--- config.mk ---
export PLATFORM = sky130hd
export DESIGN_NAME = uart_loader_ctrl
export DESIGN_NICKNAME = d
export VERILOG_FILES = /design/src/rtl/uart_loader_ctrl.sv
export SDC_FILE = /design/constraint.sdc
export NUM_CORES = 1
export LEC_CHECK = 0
export CAP_MARGIN = 20
export CORE_MARGIN = 2
export CORE_UTILIZATION = 35
export CTS_CLUSTER_SIZE = 12
export DETAILED_ROUTE_END_ITERATION = 8
export GPL_TIMING_DRIVEN = 1
export MAX_ROUTING_LAYER = met4
export SYNTH_ARGS = -nofsm -noshare
export SYNTH_HDL_FRONTEND = slang
export SYNTH_SLANG_ARGS = --single-unit
export TNS_END_PERCENT = 30
--- constraint.sdc ---
create_clock -name clk -period 4.33 [get_ports clk]
set_input_delay 0.6495 -clock clk [delete_from_list [all_inputs] [get_ports clk]]
set_output_delay 0.6495 -clock clk [all_outputs]
set_load 0.01 [all_outputs]
--- src/rtl/uart_loader_ctrl.sv ---
// uart_loader_ctrl: UART frame boot loader into instruction memory; `LOADER_TIMEOUT_EN adds an inter-byte timeout
module uart_loader_ctrl #(
   parameter int ADDR_W = 16,
   parameter int TIMEOUT_CYC = 50000,
   parameter logic [7:0] SYNC_BYTE = 8'hA5,
   parameter logic [7:0] ACK_BYTE = 8'h4B,
   parameter logic [7:0] NAK_BYTE = 8'h45
) (
   input  logic              clk,
   input  logic              rst,
   input  logic              rx_valid,
   input  logic [7:0]        rx_data,
   output logic              tx_valid,
   output logic [7:0]        tx_data,
   input  logic              tx_ready,
   output logic              mem_we,
   output logic [ADDR_W-1:0] mem_addr,
   output logic [31:0]       mem_wdata,
   output logic              cpu_hold,
   output logic              busy,
   output logic              done,
   output logic              err
);
   typedef enum logic [2:0] {IDLE, ADDR_L, ADDR_H, LEN, DATA, CHK, RESP} state_t;
   state_t state;
   logic [7:0] addr_lo, left, acc;
   logic [1:0] bcnt;
   logic [23:0] sh;
   logic [ADDR_W-1:0] waddr;
   logic ok, tmo;
   assign done = tx_valid && tx_ready && ok;
   assign err = tx_valid && tx_ready && !ok;
`ifdef LOADER_TIMEOUT_EN
   logic [31:0] tcnt;
   assign tmo = tcnt == 32'(TIMEOUT_CYC - 1);
   always_ff @(posedge clk)
      if (rst || rx_valid || state == IDLE || state == RESP) tcnt <= '0;
      else tcnt <= tcnt + 32'd1;
`else
   assign tmo = 1'b0;
`endif
   always_ff @(posedge clk) begin
      if (rst) begin
         state <= IDLE;
         addr_lo <= '0;
         left <= '0;
         acc <= '0;
         bcnt <= '0;
         sh <= '0;
         waddr <= '0;
         ok <= 1'b0;
         tx_valid <= 1'b0;
         tx_data <= '0;
         mem_we <= 1'b0;
         mem_addr <= '0;
         mem_wdata <= '0;
         cpu_hold <= 1'b0;
         busy <= 1'b0;
      end else begin
         mem_we <= 1'b0;
         case (state)
            IDLE: if (rx_valid && rx_data == SYNC_BYTE) begin
               state <= ADDR_L;
               acc <= '0;
               bcnt <= '0;
               cpu_hold <= 1'b1;
               busy <= 1'b1;
            end
            RESP: if (tx_ready) begin
               state <= IDLE;
               tx_valid <= 1'b0;
               cpu_hold <= 1'b0;
               busy <= 1'b0;
            end
            default: if (rx_valid) begin
               acc <= acc ^ rx_data;
               case (state)
                  ADDR_L: begin
                     addr_lo <= rx_data;
                     state <= ADDR_H;
                  end
                  ADDR_H: begin
                     waddr <= ADDR_W'({rx_data, addr_lo});
                     state <= LEN;
                  end
                  LEN: begin
                     left <= rx_data;
                     state <= DATA;
                  end
                  DATA: begin
                     bcnt <= bcnt + 2'd1;
                     sh <= {rx_data, sh[23:8]};
                     if (bcnt == 2'd3) begin
                        mem_we <= 1'b1;
                        mem_addr <= waddr;
                        mem_wdata <= {rx_data, sh};
                        waddr <= waddr + 1'b1;
                        left <= left - 8'd1;
                        if (left == 8'd1) state <= CHK;
                     end
                  end
                  default: begin
                     ok <= acc == rx_data;
                     tx_data <= acc == rx_data ? ACK_BYTE : NAK_BYTE;
                     tx_valid <= 1'b1;
                     state <= RESP;
                  end
               endcase
            end else if (tmo) begin
               ok <= 1'b0;
               tx_data <= NAK_BYTE;
               tx_valid <= 1'b1;
               state <= RESP;
            end
         endcase
      end
   end
endmodule

# --- Word level (Yosys, flattened, before mapping) ---
# Index checks and enable logic that the tools add are counted.
word_totals:
  inputBits: 12
  out_inout_bits: 62
  regBits: 129
  wordCells: 92
classes:
  n_bitwise: 7
  mux: 26
  n_eq_ne: 15
  n_reduce_logical: 27
  addsub: 3
ops:
  columns: ["operator", "n"]
  rows:
  - ["$pmux 16 s2", 1]
  - ["$pmux 8 s2", 2]
  - ["$mux 8", 3]
  - ["$reduce_and 4->1", 5]
  - ["$add 16x1->16 const B", 1]
  - ["$mux 16", 1]
  - ["$mux 3", 5]
  - ["$reduce_and 3->1", 5]
  - ["$pmux 3 s4", 1]
  - ["$reduce_bool 2->1", 6]
  - ["$eq 8x1->1 const B", 1]
  - ["$eq 8x8->1", 1]
  - ["$eq 8x8->1 const B", 1]
  - ["$ne 4x4->1 const B", 2]
  - ["$sub 8x1->8 const B", 1]
  - ["$xor 8x8->8", 1]
  - ["$eq 3x2->1 const B", 2]
  - ["$eq 3x3->1 const B", 2]
  - ["$mux 2", 3]
  - ["$ne 2x2->1 const B", 3]
  - ["$not 1->1", 6]
  - ["$pmux 3 s2", 1]
  - ["$mux 1", 5]
  - ["$reduce_and 5->1", 1]
  - ["other kinds (14)", 18]

# --- Logic depth before layout (Yosys ltp) ---
depth:
  word_depth: 6
  depth_mapped: 8
  ltp_nobuf: 5

# --- Least setup slack after synthesis ---
# No wires, ideal clock.
synth_path:
  path_kind: "in2reg"
  start: "input rx_valid"
  end: "register mem_wdata[18]"
  path_slack_ps: 2380
  arrival_ps: 1880
  setup_ps: 71
  path_stages: 8
  required_ps: 4259
  n_path_buf: 4
  path_cell_list: "buf_2 -> and4bb_1 -> buf_6 -> nand2_1 -> buf_2 -> buf_1 -> nand2_1 -> a21oi_1"
synth_via:
  elab_chain_cells: 1
synth_lines:
  columns: ["element", "line", "rtl"]
  rows:
  - ["from (decl)", "11", "input logic rx_valid,"]
  - ["$reduce_and 4->1 (no line)", null, null]
  - ["to (signal assigned)", "96", "mem_wdata <= {rx_data, sh};"]
  - ["to (decl)", "18", "output logic [31:0] mem_wdata,"]
# Every way passes these cells.
# A chain may end at the register's enable or synchronous reset.

# --- Worst setup path after layout ---
layout_path:
  start: "register state[1]"
  end: "register waddr[11]"
layout_via:
  elab_chain_cells: 4
  elab_cells_between_ends: 10
  classes_between: "4 x eq/ne; 1 x mux; 1 x bitwise; 4 x reduce/logical"
layout_lines:
  columns: ["element", "line", "rtl"]
  rows:
  - ["from (decl)", "25", "state_t state;"]
  - ["from (signal assigned)", "44", "state <= IDLE;"]
  - ["from (signal assigned)", "63", "state <= ADDR_L;"]
  - ["from (signal assigned)", "70", "state <= IDLE;"]
  - ["$eq 3x3->1 / $logic_not 3->1 (equally long branches)", "61", "case (state)"]
  - ["$reduce_or 2->1 (no line)", null, null]
  - ["$not 1->1 (no line)", null, null]
  - ["$reduce_and 4->1 (no line)", null, null]
  - ["to (signal assigned)", "83", "waddr <= ADDR_W'({rx_data, addr_lo});"]
  - ["to (signal assigned)", "97", "waddr <= waddr + 1'b1;"]
  - ["to (decl)", "29", "logic [ADDR_W-1:0] waddr;"]
# Several ways; a longest one is shown, not always the timed one.

==> summary.md <==
| Metric | Value |
|---|---|
| CP max stage delay | 0.85 ns |
| Final worst setup slack | 1.800 ns |
| # rows | 46 |
| Worst R2R Start | state[1]$_SDFFE_PP0P_ |
| Final cycle utilization of the critical path | 0.5843 |
| Die area | 17070 um^2 |
| Status | finished, final reports clean |
| Fill count | 1660 |
| Worst-Margin Slew | 0.8920 ns |
| H-tree depth | 4 |
| Register area share after synthesis | 0.4385 |
| Hold WC Path Type | flop to flop |
| Clock root buffer master | clkbuf_16 |
| Largest net degree at the start of global routing | 68 |
| Worst Hold End | mem_addr[3]$_SDFFE_PP0P_ |
| Maximum clock insertion buffer count | 2 |
| Starting density of the core | 0.3561 |
| Synth Instances | 726 |
| Synth warnings | 0 |
| Setup Viol. Count Final | 0 |
| Combinational share of power | 0.026 |
| Net count, final | 777 |
| Setup Buffers After CTS | 0 |
| Setup TNS | 0 ns |
| CTS Hold Bufs | 0 |
| Clk slew on worst S/H paths | 0.06 ns |
| Clock Latency Late Sink | 0.42 ns |
| Main synth FF type | dfxtp_1 |
| CP top delay family | flip-flops |
| Net switching power figure | 0.0005634 W |
| Bufs and invs on worst path | 2 |
| Initial antenna violation count | 0 |
| DR vias | 5072 |
| Fmax | 0.3953 GHz |
| Register-to-Register Setup Slack | 1.80 ns |
| Static leakage | 2.211 nW |
| Worst r2r dst | waddr[11]$_SDFFE_PP0P_ |
| Die W | 130.7 um |
| Post_cts resized | 0 |
| Area Growth Syn to Fin | 22.66% |
| Yosys cell types | 69 |
| Starting DRT DRC Count | 485 |
| Pwr per Cell Area | 370.6 nW/um^2 |
| WP data required | 4.63 ns |
| Post-route DRC | 0 |
| CP endpoint kind | flop |
| R2R depth | 6 |
| Clock power share | 0.530 |
| Synthesis-stage register bit count | 123 |
| MaxCap Viol Count | 0 |
| FFs w/ async S/R, synth | 0 |
| Final worst path period need | 2.530 ns |
| CP Class | flop to flop |
| Die height | 130.7 um |
| Global-route usage over all layers | 0.1808 |
| Unrepaired setup endpoints after global routing | no |
| Num CTS Buffers | 17 |
| Total Wirelength | 14.63 mm |
| Rel. slew slack | 0.4002 |
| Final Hold Fails | 0 |
| Antenna Diode Count | 0 |
| CP Launch Type | flop |
| Ports | 74 |
| Worst Hold Launch | mem_addr[3]$_SDFFE_PP0P_ |
| Core area | 15770 um^2 |
| Vias in the first global route | 4502 |
| Register share of total power | 0.444 |
| Peak supply drop | 0.2693 mV |
| Hold depth | 2 |
| CTS tree | yes |
| Routed wire per std cell | 14.79 um |
| Crit path cell chain | and4bb_1, buf_4, nand2_1, buf_4, nor4_1, a2111oi_0 |
| Arrival @ worst endpoint | 2.83 ns |
| Pre-CTS setup slack | 1.415 ns |
| Via density | 5.128 |
| Critical Path Most Common Cell | buf_4 |
| Port Buffers | 70 |
| Antenna-violating nets left | 0 |
| First-pass GRT wire length | 23.49 mm |
| GP Congestion | 0.8199 |
| Share of cells above drive strength 1 | 0.06598 |
| Crit path max-delay cell type | dfxtp_1 |
| Top cells by area, synth | dfxtp_1 44%, nand2_1 13%, a21oi_1 11% |
| Synth top area share | 0.4385 |
| Clk_skew | 0.01604 ns |
| Clock Sinks | 123 |
| DP HPWL | 9.290 mm |
| Switching share of power | 0.2207 |
| Max-slew violations | 0 |
| Internal power | 0.001989 W |
| Drt pass-1 iters | 5 |
| Mean Syn Cell Area | 7.735 um^2 |
| GRT overflow | 0 |
| Crit-path max FO | 49 |
| EDFF count, synth | 0 |
| Area of the mapped netlist | 5615 um^2 |
| Post-synth top area cell | dfxtp_1 |
## tightest hold or removal path: stages, from the launching register on
cell and delay, ns:
dfxtp_1 0.30, nand2_1 0.05, a21oi_1 0.05
## how the worst max path moves through the flow
| stage | slack, ns | start | to | cells after the start |
|---|---|---|---|---|
| finish | 1.80 | state[1]$_SDFFE_PP0P_ | waddr[11]$_SDFFE_PP0P_ | 6 |
| global placement | 1.46 | rx_valid | waddr[11]$_SDFFE_PP0P_ | 7 |
| detailed placement | 1.42 | rx_valid | mem_wdata[27]$_SDFFE_PP0P_ | 8 |
| floorplan | 2.38 | rx_valid | mem_wdata[18]$_SDFFE_PP0P_ | 8 |
| global route | 1.59 | state[1]$_SDFFE_PP0P_ | waddr[11]$_SDFFE_PP0P_ | 6 |
| CTS | 1.78 | state[1]$_SDFFE_PP0P_ | waddr[11]$_SDFFE_PP0P_ | 6 |
## layout make-up
| cell class | count | area [um^2] | area share |
|---|---|---|---|
| Timing Repair Buffer | 80 | 773.2 | 0.1123 |
| Sequential cell | 123 | 2462 | 0.3575 |
| Tap cell | 216 | 270.3 | 0.03924 |
| Clock inverter | 12 | 125.1 | 0.01817 |
| Inverter | 16 | 60.06 | 0.008719 |
| Multi-Input combinational cell | 523 | 2764 | 0.4013 |
| Clock buffer | 19 | 432.9 | 0.06285 |
## per-layer routing
layer | global-route usage | part of all wire | vias up
li1 | - | - | 2571
met1 | 0.2504 | 0.49 | 2356
met2 | 0.2595 | 0.45 | 123
met3 | 0.04153 | 0.042 | 22
met4 | 0.06133 | 0.016 | 0
met5 | - | 0 | -
## cells in the final DEF (no fill, tap or decap), drive strengths merged, types with 4 or more instances in the layout
master	n
nand2	190
dfxtp	123
a21oi	120
clkdlybuf4s50	69
nor2	32
o21ai	21
clkbuf	19
inv	17
nand3	17
a211oi	12
buf	11
nor4	9
nor3	9
a31oi	9
and2	9
xor2	7
clkinv	6
and3	5
nor2b	5
o31ai	5
nand4	5
o21a	4
ha	4
## cell families (layout without fill, tap and decap cells)
logic type      after synthesis  after routing  synth area share
compound gates              203            203            0.2155
xor+xnor                      9              9           0.01404
fa+ha+maj                     4              4          0.008913
buf+inv                      82            127           0.07197
flops                       123            123            0.4385
mux                           1              1          0.001783
other cells                   1              3         0.0006678
simple gates                303            303            0.2487
## synthesized netlist by cell type (3+ instances only)
cell type / count
a211oi_1: 12
a21o_1: 3
a21oi_1: 120
a31oi_1: 9
and2_1: 7
and3_1: 5
and3b_1: 3
buf_1: 4
buf_2: 11
buf_4: 8
buf_6: 3
clkbuf_1: 37
clkbuf_8: 3
dfxtp_1: 123
ha_1: 4
inv_1: 16
nand2_1: 190
nand3_1: 16
nand4_1: 4
nor2_1: 32
nor2b_1: 5
nor3_1: 9
nor4_1: 9
nor4bb_1: 3
o211ai_1: 3
o21a_1: 4
o21ai_0: 15
o21ai_1: 5
o31a_1: 3
o31ai_1: 5
or2_2: 3
or4_1: 3
xor2_1: 7
## per-stage QoR
step             util  std cells  hold slack [ns]  total power, W  area, um^2
6_report       0.4368        989           0.4490        0.002553        6888
5_1_grt        0.4368        989           0.4600        0.002632        6888
4_1_cts        0.4368        989           0.4503        0.002581        6888
3_5_place_dp   0.4014        958           0.4428        0.001224        6330
3_3_place_gp   0.4014        958           0.4394        0.001224        6330
2_1_floorplan       -        728           0.4317        0.001201        5623
## flip-flops by register name (all words and copies together) (netlist names), named ones only
name,flops
left,8
addr_lo,8
mem_wdata,32
busy,1
mem_we,1
state,2
acc,8
bcnt,2
sh,24
tx_data,3
tx_valid,1
mem_addr,16
waddr,16
## power groups by stage
stage	combinational (W)	clock, W	sequential, W
6_report	0.0000674	0.00135	0.00113
5_1_grt	0.0000724	0.00143	0.00113
4_1_cts	0.0000670	0.00138	0.00113
3_5_place_dp	0.0000669	0	0.00116
3_3_place_gp	0.0000671	0	0.00116
2_1_floorplan	0.0000443	0	0.00116
(Power assumes the default switching activity.)
